`config.mk`:
```
export PLATFORM = sky130hd
export DESIGN_NAME = led_band_mem_writer
export DESIGN_NICKNAME = d
export VERILOG_FILES = /design/src/rtl/led_band_mem_writer.sv
export SDC_FILE = /design/constraint.sdc
export NUM_CORES = 1
export LEC_CHECK = 0
export ABC_AREA = 1
export BUFFER_PORTS_ARGS = -buffer_cell sky130_fd_sc_hd__buf_2
export CORE_MARGIN = 3
export CORE_UTILIZATION = 52
export DETAILED_ROUTE_END_ITERATION = 12
export GPL_TIMING_DRIVEN = 0
export HOLD_SLACK_MARGIN = 0.1
export PLACE_DENSITY = 0.81
export SLEW_MARGIN = 20
export SYNTH_ARGS = -nofsm -noshare
export SYNTH_HDL_FRONTEND = slang
export SYNTH_SLANG_ARGS = --single-unit
```
`constraint.sdc`:
```
create_clock -name w_clk -period 7.8 [get_ports w_clk]
set_clock_uncertainty 0.05 [all_clocks]
set_input_delay 0 -clock w_clk [delete_from_list [all_inputs] [get_ports w_clk]]
set_output_delay 0 -clock w_clk [all_outputs]
set_load 0.02 [all_outputs]
```
`src/rtl/led_band_mem_writer.sv`:
```
// Packs an 8-bit pixel stream into W_DATA_WIDTH-bit memory words for one cylinder frame.
// Optional sticky overrun flag is built when LED_BAND_WRITER_OVERRUN_EN is defined.
module led_band_mem_writer #(
    parameter int unsigned W_ADDR_WIDTH = 11,
    parameter int unsigned W_DATA_WIDTH = 128,
    parameter int unsigned FRAME_WORDS  = 864
) (
    input  logic                    w_clk,
    input  logic                    rst,
    input  logic                    frame_start,
    input  logic [7:0]              in_data,
    input  logic                    in_valid,
    output logic                    in_ready,
    output logic [W_ADDR_WIDTH-1:0] w_addr,
    output logic [W_DATA_WIDTH-1:0] w_data,
    output logic                    write,
    output logic                    busy,
    output logic                    frame_done
`ifdef LED_BAND_WRITER_OVERRUN_EN
    ,
    output logic                    overrun
`endif
);

    localparam int unsigned Lanes = W_DATA_WIDTH / 8;
    localparam int unsigned LaneW = (Lanes > 1) ? $clog2(Lanes) : 1;
    localparam logic [LaneW-1:0]        LastLane = LaneW'(Lanes - 1);
    localparam logic [W_ADDR_WIDTH-1:0] LastAddr = W_ADDR_WIDTH'(FRAME_WORDS - 1);

    typedef enum logic [1:0] {StIdle, StFill, StDone} state_e;

    state_e                  state_q, state_d;
    logic [LaneW-1:0]        lane_q;
    logic [W_ADDR_WIDTH-1:0] addr_q;
    logic [W_DATA_WIDTH-1:0] word_q;
    logic [W_DATA_WIDTH-1:0] word_next;
    logic                    write_q;
    logic [W_ADDR_WIDTH-1:0] w_addr_q;
    logic [W_DATA_WIDTH-1:0] w_data_q;

    logic fill;
    logic accept;
    logic word_done;
    logic last_word;
    logic restart;

    assign fill      = (state_q == StFill);
    assign accept    = in_valid && fill;
    assign word_done = accept && (lane_q == LastLane);
    assign last_word = (addr_q == LastAddr);
    assign restart   = frame_start && (state_q != StDone);

    // Current word with the incoming byte merged into its lane.
    always_comb begin
        word_next = word_q;
        for (int unsigned l = 0; l < Lanes; l++) begin
            if (lane_q == LaneW'(l)) begin
                word_next[l*8 +: 8] = in_data;
            end
        end
    end

    always_ff @(posedge w_clk or posedge rst) begin
        if (rst) begin
            state_q <= StIdle;
        end else begin
            state_q <= state_d;
        end
    end

    // DONE spans the final write cycle, then the frame_done cycle.
    always_comb begin
        state_d = state_q;
        unique case (state_q)
            StIdle: begin
                if (frame_start) begin
                    state_d = StFill;
                end
            end
            StFill: begin
                if (frame_start) begin
                    state_d = StFill;
                end else if (word_done && last_word) begin
                    state_d = StDone;
                end
            end
            StDone: begin
                if (!write_q) begin
                    state_d = StIdle;
                end
            end
            default: state_d = StIdle;
        endcase
    end

    always_comb begin
        in_ready   = fill;
        busy       = (state_q != StIdle);
        frame_done = (state_q == StDone) && !write_q;
        write      = write_q;
        w_addr     = w_addr_q;
        w_data     = w_data_q;
    end

    // A word completing in a restart cycle is still written; restart only drops partial bytes.
    always_ff @(posedge w_clk or posedge rst) begin
        if (rst) begin
            lane_q   <= '0;
            addr_q   <= '0;
            word_q   <= '0;
            write_q  <= 1'b0;
            w_addr_q <= '0;
            w_data_q <= '0;
        end else begin
            write_q <= word_done;
            if (word_done) begin
                w_addr_q <= addr_q;
                w_data_q <= word_next;
            end
            if (restart) begin
                lane_q <= '0;
                addr_q <= '0;
                word_q <= '0;
            end else if (accept) begin
                if (lane_q == LastLane) begin
                    lane_q <= '0;
                    word_q <= '0;
                    addr_q <= last_word ? '0 : addr_q + 1'b1;
                end else begin
                    lane_q <= lane_q + 1'b1;
                    word_q <= word_next;
                end
            end
        end
    end

`ifdef LED_BAND_WRITER_OVERRUN_EN
    logic overrun_q;

    always_ff @(posedge w_clk or posedge rst) begin
        if (rst) begin
            overrun_q <= 1'b0;
        end else if (frame_start) begin
            overrun_q <= 1'b0;
        end else if (in_valid && !fill) begin
            overrun_q <= 1'b1;
        end
    end

    assign overrun = overrun_q;
`endif

endmodule
```
==> out/qor.txt, run 1 <==
pin count of the biggest net entering global routing -> 106
final hold vios -> 0
P per Cell Area -> 226 mW/mm^2
Die ar. -> 0.0243 mm^2
max-cap violations -> 0
TritonCTS clock tree -> yes
DRC Markers -> 0
final core area utilization -> 63.6%
crit path max-delay cell type -> dfrtp_1
crit path max fanout -> 10
maximum vdd drop -> 0.171 mV
synth warn -> 0
die extent in y -> 156 um
antenna-violating nets left -> 0
Syn Nets -> 1370
Max clock buf depth -> 3
Static Leak -> 0.00695 uW
Yosys reg bits -> 277
Via-to-Cell Ratio -> 5.69
vias in the first global route -> 10067
Worst setup EP type -> register
final worst path period share -> 27.9%
relative slew slack -> 31.7%
Net count, final -> 1568
CP Cell Sequence -> inv_1 -> ha_1 -> nand3_1 -> buf_2 -> o21ai_0 -> nand3_1 -> o21ai_0
fmax -> 460 MHz
Hold Path Class -> input pin to register
CTS H-tree depth -> 1
Fin Hold WS -> 0.224 ns
worst skew pair latency -> 0.54 ns
gr ovfl total -> 0
setup ws final -> 5.63 ns
port buffer count -> 154
Tightest Pin Transition -> 1.02 ns
gr usage total -> 26.8%
ANT cells -> 0
routability cong. -> 0.903
most common cell after layout, fill and taps aside -> nand2_1
RSZ-0062 raised after global routing -> false
worst path required time -> 8.19 ns
Setup Fix Bufs, Post-CTS -> 0
Critical Path AT -> 2.56 ns
area grow syn2layout -> 19.4%
post-synthesis cell type count -> 22
Mapped Area -> 0.0117 mm^2
num rows -> 54
Die W -> 156 um
First-pass DRT Iterations -> 6
Synth Area per Inst -> 8.65 um^2
Final HPWL DP -> 22000 um
crit path time final -> 2.17 ns
outcome -> finished clean
Crit Path Class -> register to register
post-synthesis sequential area ratio -> 59.2%
startpoint types -> register
most frequent cells in the layout -> 402 x nand2_1, 277 x dfrtp_1, 191 x buf_2
CTS Buf Count -> 28
WL/cell -> 17.9 um
max incr delay on CP -> 0.40 ns
initial antenna violation count -> 1
CTS sink count -> 277
total power -> 3160 uW
IO Pins -> 155
Initial DRC Count -> 1061
clock root buffer -> clkbuf_16
first-pass GRT wire length -> 52400 um
Core ar. -> 0.0220 mm^2
via count -> 10543
Reg clk slew, reported paths -> 0.06 ns
Setup WS pre-CTS -> 5.69 ns
final WL -> 33200 um
initial core utilization -> 53.3%
Syn Inst Count -> 1353
Final setup viols -> 0
Max Transition Viols Final -> 0
layout cells sized above 1 -> 16.5%
final timing paths:
kind                             start         end  slack, ns  cells after the start
min                        frame_start  state_q[0]       0.22                      4
max in group asynchronous          rst  word_q[87]       6.20                      5
max reg2reg                  lane_q[0]  word_q[34]       5.63                      7
min reg2reg                 w_data[39]  w_data[39]       0.42                      2
max                          lane_q[0]  word_q[34]       5.63                      7
min in group asynchronous          rst  w_data[29]       0.61                      4
synthesized netlist by cell type:
library cell | n | area, um^2
clkbuf_1 | 43 | 161
dfrtp_1 | 277 | 6930
or2_2 | 1 | 6.26
nor2_1 | 84 | 315
a21oi_1 | 63 | 315
nand3_1 | 51 | 255
nor3_1 | 1 | 5.00
nand3_2 | 2 | 20.0
buf_2 | 37 | 185
nand2_2 | 3 | 18.8
nand4_1 | 5 | 31.3
xor2_1 | 2 | 17.5
inv_2 | 5 | 18.8
ha_1 | 5 | 62.6
o21ai_0 | 188 | 941
nand2_1 | 402 | 1510
buf_6 | 3 | 33.8
buf_1 | 1 | 3.75
buf_4 | 5 | 37.5
o22ai_1 | 32 | 200
o21ai_1 | 79 | 395
inv_1 | 64 | 240
per-stage QoR:
step	instances	instance area [um^2]	setup TNS, ns
finish	1853	14000	0
global route	1853	14000	0
CTS	1853	14000	0
detailed placement	1789	12900	0
global placement	1787	12800	-746.37
floorplan	1353	11700	0
critical path, delay by kind of cell, from the launching register on:
family / cells / cell delay (ns)
buffers and inverters: 2 / 0.40
adder cells (fa/ha/maj): 1 / 0.28
flip-flops: 1 / 0.40
AO/OA/AOI/OAI: 2 / 0.55
AND/OR/NAND/NOR: 2 / 0.39
area by class of cell:
cell class | count | area [um^2]
Buffer | 89 | 422
Clock buffer | 40 | 827
Clock inverter | 12 | 139
Fill cell | 1774 | 7980
Inverter | 69 | 267
Multi-Input combinational cell | 918 | 4090
Sequential cell | 277 | 6930
Tap cell | 280 | 350
Timing Repair Buffer | 168 | 946
report_power, final:
group | internal (uW) | switching, uW | total [uW]
Clock | 835 | 559 | 1390
Sequential | 1460 | 10.2 | 1470
Combinational | 72.6 | 218 | 290
layer usage:
metal	vias up	share of wire, %	track usage (%)	wire, um
li1	4835	-	-	-
met1	5047	41	37.5	13700
met2	553	45	41.3	15000
met3	106	9.9	5.19	3280
met4	2	3.7	11.0	1240
met5	-	0.039	0	13
flip-flops by register name (all words and copies together) (netlist names):
| name | flops |
|---|---|
| addr_q | 11 |
| write | 1 |
| lane_q | 4 |
| w_addr | 11 |
| w_data | 128 |
| word_q | 120 |
| state_q | 2 |
cell families (layout without fill, tap and decap cells):
logic type	Yosys count	in the layout	share of synthesized area [%]
xor gates and xnor gates	2	2	0.150
AOI/OAI and AO/OA	362	362	15.8
adders and majority gates	5	5	0.534
buffers and inverters	158	378	5.82
and+or+nand+nor	549	549	18.5
DFF	277	277	59.2
timing repair:
action                                 in CTS  in global routing
setup endpoints to repair                   0                  0
resized for setup                           0                  0
endpoints found under the hold margin     381                  0
hold buffers                               12                  0
(Power assumes the default switching activity.)
==> inputs of run 2 (changes only) <==
--- a/config.mk
+++ b/config.mk
@@ -5,7 +5,7 @@
 export SDC_FILE = /design/constraint.sdc
 export NUM_CORES = 1
 export LEC_CHECK = 0
-export ABC_AREA = 1
+export ABC_AREA = 0
 export BUFFER_PORTS_ARGS = -buffer_cell sky130_fd_sc_hd__buf_2
 export CORE_MARGIN = 3
 export CORE_UTILIZATION = 52
==> constraint.sdc (replaced) <==
create_clock -name w_clk -period 1.88 [get_ports w_clk]
set_clock_uncertainty 0.05 [all_clocks]
set_input_delay 0 -clock w_clk [delete_from_list [all_inputs] [get_ports w_clk]]
set_output_delay 0 -clock w_clk [all_outputs]
set_load 0.02 [all_outputs]
==> run 2 against run 1 <==
The run now ends with negative setup slack left. Sequential share of layout area decreased by 3.1 points. Highest routed layer is now met4. Cell count decreased by 16%. Fmax increased by 6.5%. Critical path type unchanged.
==> out/qor.txt, run 2 <==
pin count of the biggest net entering global routing -> 36 (-66%)
crit path time final -> 2.04 ns (-0.133 ns)
startpoint types -> register
Hold Path Class -> input pin to register
worst skew pair latency -> 0.54 ns (about the same)
Reg clk slew, reported paths -> 0.07 ns (about the same)
maximum vdd drop -> 0.661 mV (+290%)
max reg flops -> 128 (unchanged)
crit path max fanout -> 10 (unchanged)
routability cong. -> 0.862 (-4.6%)
Critical Path AT -> 2.46 ns (-0.10 ns)
CTS H-tree depth -> 1 (unchanged)
Fin Hold WS -> 0.117 ns (-0.107 ns)
fmax -> 490 MHz (+6.5%)
WL/cell -> 22.3 um (+24%)
count leader, synth -> dfrtp_1
Final setup viols -> 49 (+49)
Reg area -> 0.00693 mm^2 (about the same)
clock root buffer -> clkbuf_16
Via-to-Cell Ratio -> 6.00 (+5.4%)
Area contributors post-synth -> dfrtp_1 59%, mux2i_1 9.5%, a22o_1 8.9%, nand2_1 6.4%, o21ai_0 5.0%
NetSw -> 2860 uW (+260%)
first-pass GRT wire length -> 50600 um (-3.5%)
Comb power frac -> 6.1% (-3.1 points)
TritonCTS clock tree -> yes
setup ws final -> -0.161 ns (-5.79 ns)
final WL -> 34600 um (+4.0%)
Max clock buf depth -> 3 (unchanged)
RSZ-0062 raised after global routing -> true
First-pass DRT Iterations -> 7 (+1)
area of the multi-input gates -> 0.00472 mm^2 (+15%)
Net count, final -> 1267 (-19%)
relative slew slack -> 38.2% (+6.5 points)
Flop pwr share -> 50.0% (+3.4 points)
gr ovfl total -> 0 (unchanged)
prevailing post-synth register cell -> dfrtp_1
Max Transition Viols Final -> 0 (unchanged)
CP delay by family, top -> simple AND/OR/NAND/NOR gates
ANT cells -> 0 (unchanged)
post-synthesis cell type count -> 46 (+110%)
initial antenna violation count -> 0 (-1)
port buffer count -> 146 (-5.2%)
DRC Markers -> 0 (unchanged)
Synth area leader -> dfrtp_1
Yosys reg bits -> 277 (unchanged)
Final HPWL DP -> 21500 um (-2.5%)
switch share -> 23.8% (-1.1 points)
layout cells sized above 1 -> 28.8% (+12 points)
final hold vios -> 0 (unchanged)
Core ar. -> 0.0220 mm^2 (+0.31%)
post-route cell area -> 0.0149 mm^2 (+6.8%)
Power Internal -> 9130 uW (+290%)
failing checks -> negative setup slack
Synth top area share -> 58.8% (-0.45 points)
worst path required time -> 2.30 ns (-5.89 ns)
final worst path period share -> 109% (+81 points)
Die W -> 157 um (+0.37%)
final core area utilization -> 67.7% (+4.1 points)
P per Cell Area -> 804 mW/mm^2 (+260%)
max incr delay on CP -> 0.44 ns (+0.04 ns)
Tightest Pin Transition -> 0.927 ns (-0.0978 ns)
crit path max-delay cell type -> nor2_2
initial core utilization -> 53.5% (+0.24 points)
synth warn -> 0 (unchanged)
CP Cell Sequence -> inv_1 -> ha_1 -> nand3_2 -> nor2_2 -> a22o_1
post-synthesis sequential area ratio -> 58.8% (-0.45 points)
Synth Area per Inst -> 11.3 um^2 (+31%)
most common cell after layout, fill and taps aside -> dfrtp_1
num rows -> 54 (unchanged)
Initial DRC Count -> 845 (-20%)
clock power share -> 43.9% (-0.3 points)
IO Pins -> 155 (unchanged)
Syn Nets -> 1057 (-23%)
Placed Area -> 0.0131 mm^2 (+1.7%)
CTS sink count -> 277 (unchanged)
Cells after DPL -> 1476 (-17%)
gr usage total -> 26.3% (-0.42 points)
Mapped Area -> 0.0118 mm^2 (+0.76%)
number of synthesized flops with an enable pin -> 0 (unchanged)
Worst Path Buf+Inv -> 1 (-1)
die extent in y -> 157 um (+0.37%)
Fillers -> 1530 (-14%)
Syn Inst Count -> 1040 (-23%)
final cell count without fillers -> 1549 (-16%)
most frequent cells in the layout -> 276 x dfrtp_1, 176 x nand2_1, 150 x buf_2
vias in the first global route -> 8938 (-11%)
Worst setup EP type -> register
Crit Path Class -> register to register
Final TNS setup -> -2.55 ns (-2.55 ns)
commonest cells in the netlist -> 277 x dfrtp_1, 202 x nand2_1, 120 x a22o_1, 119 x o21ai_0, 112 x mux2i_1
area grow syn2layout -> 26.5%
Static Leak -> 0.00761 uW (+9.5%)
max-cap violations -> 0 (unchanged)
Async SR Flop Fraction -> 100% (unchanged)
CTS Buf Count -> 27 (-3.6%)
antenna-violating nets left -> 0 (unchanged)
via count -> 9290 (-12%)
Die ar. -> 0.0245 mm^2 (+0.73%)
outcome -> finished, violations left
run 2: changes by cell type after synthesis, moves of 7 or more:
| cell | before | now |
|---|---|---|
| nor2_1 | 84 | 12 |
| o21ai_4 | 0 | 7 |
| inv_1 | 64 | 5 |
| nand2_1 | 402 | 202 |
| o22ai_1 | 32 | 0 |
| and2_1 | 0 | 15 |
| nand3_1 | 51 | 13 |
| buf_2 | 37 | 11 |
| o21ai_1 | 79 | 1 |
| mux2i_1 | 0 | 112 |
| o21ai_0 | 188 | 119 |
| buf_4 | 5 | 19 |
| a22o_1 | 0 | 120 |
| a21oi_1 | 63 | 11 |
run 2: final cells by class:
class	count	share of cell area (%)
plain buffers	71	3.81
clock buffers	35	4.93
clock inverters	13	0.755
inverters	6	0.176
multi-input cells	674	31.7
flip-flops and latches	277	46.5
well taps	280	2.35
repair buffers	193	9.85
run 2: per-layer routing:
metal / up-vias / part of all wire (%) / GRT usage [%]
met3: 110 / 8.4 / 4.23
met1: 4580 / 41 / 37.1
met5: - / 0 / 0
li1: 4098 / - / -
met4: 0 / 3.6 / 9.80
met2: 502 / 47 / 41.7
run 2: power by group through the flow:
stage               Combinational, uW  Clock [uW]  Sequential, uW
finish                            728        5260            6000
global route                      772        5550            6000
CTS                               671        5270            6000
detailed placement                611           0            6110
global placement                  545           0            6110
floorplan                         377           0            6110
run 2: stage by stage:
stage | setup WS, ns | power (uW)
final | -0.161 | 12000
after global routing | -0.196 | 12300
after CTS | -0.0463 | 11900
after detailed placement | -0.380 | 6720
after global placement | -3.28 | 6660
after floorplan | -1.84 | 6480
run 2: tightest hold or removal path, delay by kind of cell:
| family | cells | cell delay [ns] |
|---|---|---|
| buffers and inverters | 1 | 0.33 |
| AO/OA/AOI/OAI | 1 | 0.08 |
| multiplexers | 1 | 0.25 |
run 2: what timing repair did:
| item | in CTS | in global routing |
|---|---|---|
| endpoints found under the hold margin | 252 | 0 |
| gates cloned | 0 | 9 |
| buffers inserted | 3 | 12 |
| gates resized for setup | 52 | 190 |
| setup endpoints to repair | 255 | 290 |
| pin swaps | 2 | 36 |
| hold buffers | 13 | 0 |
run 2: cell families (layout without fill, tap and decap cells):
group	count (synthesis)	after routing	share of synthesized area, %
buffers and inverters	89	318	3.86
muxes	112	112	9.51
xor gates and xnor gates	3	3	0.223
and+or+nand+nor	280	280	10.4
AOI/OAI and AO/OA	274	274	16.7
adders and majority gates	5	5	0.530
DFF	277	277	58.8
run 2: final timing paths:
path                             from  cells past startpoint  slack (ns)           to
setup / recovery            lane_q[1]                      5       -0.16  word_q[101]
hold / removal             in_data[5]                      3        0.12   w_data[37]
setup reg to reg            lane_q[1]                      5       -0.16  word_q[101]
hold reg to reg             w_addr[4]                      2        0.42    w_addr[4]
max in group asynchronous         rst                      9        0.14   w_data[89]
min in group asynchronous         rst                      5        0.61   w_data[38]
==> inputs of run 3 (changes only) <==
--- a/config.mk
+++ b/config.mk
@@ -7,12 +7,13 @@
 export LEC_CHECK = 0
 export ABC_AREA = 0
 export BUFFER_PORTS_ARGS = -buffer_cell sky130_fd_sc_hd__buf_2
+export CAP_MARGIN = 10
 export CORE_MARGIN = 3
-export CORE_UTILIZATION = 52
+export CORE_UTILIZATION = 58
 export DETAILED_ROUTE_END_ITERATION = 12
 export GPL_TIMING_DRIVEN = 0
 export HOLD_SLACK_MARGIN = 0.1
-export PLACE_DENSITY = 0.81
+export PLACE_DENSITY = 0.85
 export SLEW_MARGIN = 20
 export SYNTH_ARGS = -nofsm -noshare
 export SYNTH_HDL_FRONTEND = slang
==> constraint.sdc (replaced) <==
create_clock -name w_clk -period 2.16 [get_ports w_clk]
set_clock_uncertainty 0.05 [all_clocks]
set_input_delay 0 -clock w_clk [delete_from_list [all_inputs] [get_ports w_clk]]
set_output_delay 0 -clock w_clk [all_outputs]
set_load 0.02 [all_outputs]
==> run 3 against run 2 <==
The flow now finishes without violations. Utilization increased by 4.5 points. Worst hold slack improved by 0.013 ns. Combinational power decreased by 22%. Clock-buffer cell count increased by 6. Power decreased by 7.7%. Clock power about the same.
==> out/qor.txt, run 3 (synthesis gave the netlist of run 2 again) <==
First-pass DRT Iterations -> 5 (-2)
Via-to-Cell Ratio -> 6.02 (+0.31%)
TritonCTS clock tree -> yes
Die ar. -> 0.0221 mm^2 (-10%)
DRC Markers -> 0 (unchanged)
WL/cell -> 21.2 um (-4.9%)
gr usage total -> 29.1% (+2.7 points)
most frequent cells in the layout -> 276 x dfrtp_1, 202 x nand2_1, 158 x buf_2
final hold vios -> 0 (unchanged)
via count -> 9150 (-1.5%)
maximum vdd drop -> 0.597 mV (-9.7%)
CTS Buf Count -> 28 (+3.7%)
Worst Path Buf+Inv -> 3 (+2)
CTS H-tree depth -> 1 (unchanged)
max-cap violations -> 0 (unchanged)
initial core utilization -> 59.8% (+6.3 points)
max incr delay on CP -> 0.45 ns (about the same)
CTS sink count -> 277 (unchanged)
IO Pins -> 155 (unchanged)
fmax -> 478 MHz (-2.4%)
die extent in y -> 149 um (-5.1%)
crit path max-delay cell type -> dfrtp_2
Initial DRC Count -> 792 (-6.3%)
layout cells sized above 1 -> 22.7% (-6.1 points)
crit path time final -> 2.09 ns (+0.0498 ns)
Fillers -> 1293 (-15%)
Core ar. -> 0.0197 mm^2 (-10%)
ANT cells -> 0 (unchanged)
Static Leak -> 0.00736 uW (-3.3%)
Final HPWL DP -> 21000 um (-2.0%)
Critical Path AT -> 2.51 ns (+0.05 ns)
antenna-violating nets left -> 0 (unchanged)
initial antenna violation count -> 1 (+1)
vias in the first global route -> 8994 (+0.63%)
final core area utilization -> 72.3% (+4.5 points)
first-pass GRT wire length -> 50500 um (-0.18%)
Crit Path Class -> register to register
most common cell after layout, fill and taps aside -> dfrtp_1
worst skew pair latency -> 0.54 ns (about the same)
crit path max fanout -> 8 (-2)
Die W -> 149 um (-5.1%)
Net count, final -> 1251 (-1.3%)
port buffer count -> 146 (unchanged)
P per Cell Area -> 776 mW/mm^2 (-3.4%)
area of the multi-input gates -> 0.00445 mm^2 (-5.7%)
relative slew slack -> 35.1% (-3.1 points)
final WL -> 32300 um (-6.6%)
Max Transition Viols Final -> 0 (unchanged)
worst path required time -> 2.58 ns (+0.28 ns)
pin count of the biggest net entering global routing -> 37 (+2.8%)
clock root buffer -> clkbuf_16
outcome -> finished clean
CP Cell Sequence -> ha_1 -> buf_2 -> and3_4 -> nor3_4 -> buf_6 -> and2_1 -> buf_2 -> a22o_1
final worst path period share -> 96.8% (-12 points)
area grow syn2layout -> 20.8%
Fin Hold WS -> 0.130 ns (+0.0128 ns)
Hold Path Class -> input pin to register
num rows -> 51 (-5.6%)
Placed Area -> 0.0130 mm^2 (-0.41%)
Tightest Pin Transition -> 0.974 ns (+0.0470 ns)
routability cong. -> 0.831 (-3.5%)
Final setup viols -> 0 (-100%)
post-route cell area -> 0.0143 mm^2 (-4.5%)
startpoint types -> register
Reg clk slew, reported paths -> 0.07 ns (about the same)
Worst setup EP type -> register
crit-path most repeated cell -> buf_2
CP delay by family, top -> simple AND/OR/NAND/NOR gates
RSZ-0062 raised after global routing -> false
Cells after DPL -> 1460 (-1.1%)
Reg area -> 0.00693 mm^2 (unchanged)
total power -> 11100 uW (-7.7%)
Max clock buf depth -> 3 (unchanged)
gr ovfl total -> 0 (unchanged)
final cell count without fillers -> 1521 (-1.8%)
max reg flops -> 128 (unchanged)
## run 3: changes by cell type in the layout (fill, tap and decap cells not counted), moves of 8 or more
cell | before | now
o21ai_2 | 18 | 2
nand2_1 | 176 | 202
buf_6 | 15 | 6
nand2_2 | 27 | 5
o21ai_0 | 50 | 119
clkbuf_1 | 31 | 42
o21ai_1 | 54 | 1
buf_2 | 150 | 158
## run 3: metal layers
metal / share of wire [%] / vias to the layer above / GRT usage (%)
li1: - / 4052 / -
met1: 41 / 4527 / 40.7
met2: 48 / 475 / 46.7
met3: 8.3 / 94 / 4.63
met4: 3.1 / 2 / 10.3
met5: 0.022 / - / 0
## run 3: timing repair
item,CTS,global route
hold endpoints to repair,281,0
pin swaps,0,1
endpoints found under the setup margin,230,187
resized for setup,10,23
hold buffers,12,0
gates cloned,0,1
buffers inserted,0,1
## run 3: layout make-up
class / instances / share of cell area [%]
plain buffers: 78 / 3.07
flip-flops and latches: 277 / 48.6
clock buffers: 41 / 5.83
repair buffers: 169 / 7.39
clock inverters: 11 / 1.30
well taps: 265 / 2.33
multi-input cells: 674 / 31.2
inverters: 6 / 0.184
## run 3: worst paths after layout
check	end	slack, ns	from	cells after the start
hold / removal	w_data[23]	0.13	in_data[7]	3
hold reg to reg	w_addr[5]	0.42	w_addr[5]	2
min in group asynchronous	w_data[37]	0.59	rst	4
max in group asynchronous	w_data[93]	0.26	rst	8
setup reg to reg	word_q[5]	0.07	lane_q[0]	8
setup / recovery	word_q[5]	0.07	lane_q[0]	8
## run 3: where the power goes
part           internal, uW  switching, uW
clock network          3260           2020
registers              5210           15.3
logic                   163            403
total                  8630           2440
## run 3: worst register-to-register path, stage by stage (launching register included)
cell	delay [ns]
dfrtp_2	0.45
ha_1	0.20
buf_2	0.17
and3_4	0.20
nor3_4	0.28
buf_6	0.18
and2_1	0.13
buf_2	0.19
a22o_1	0.16
## run 3: stage by stage
step                      setup TNS [ns]  setup WS, ns
after floorplan                  -430.83         -1.56
after global placement           -822.34         -2.98
after detailed placement          -14.29        -0.130
after CTS                              0       0.00522
after global routing                   0       0.00553
final                                  0        0.0694
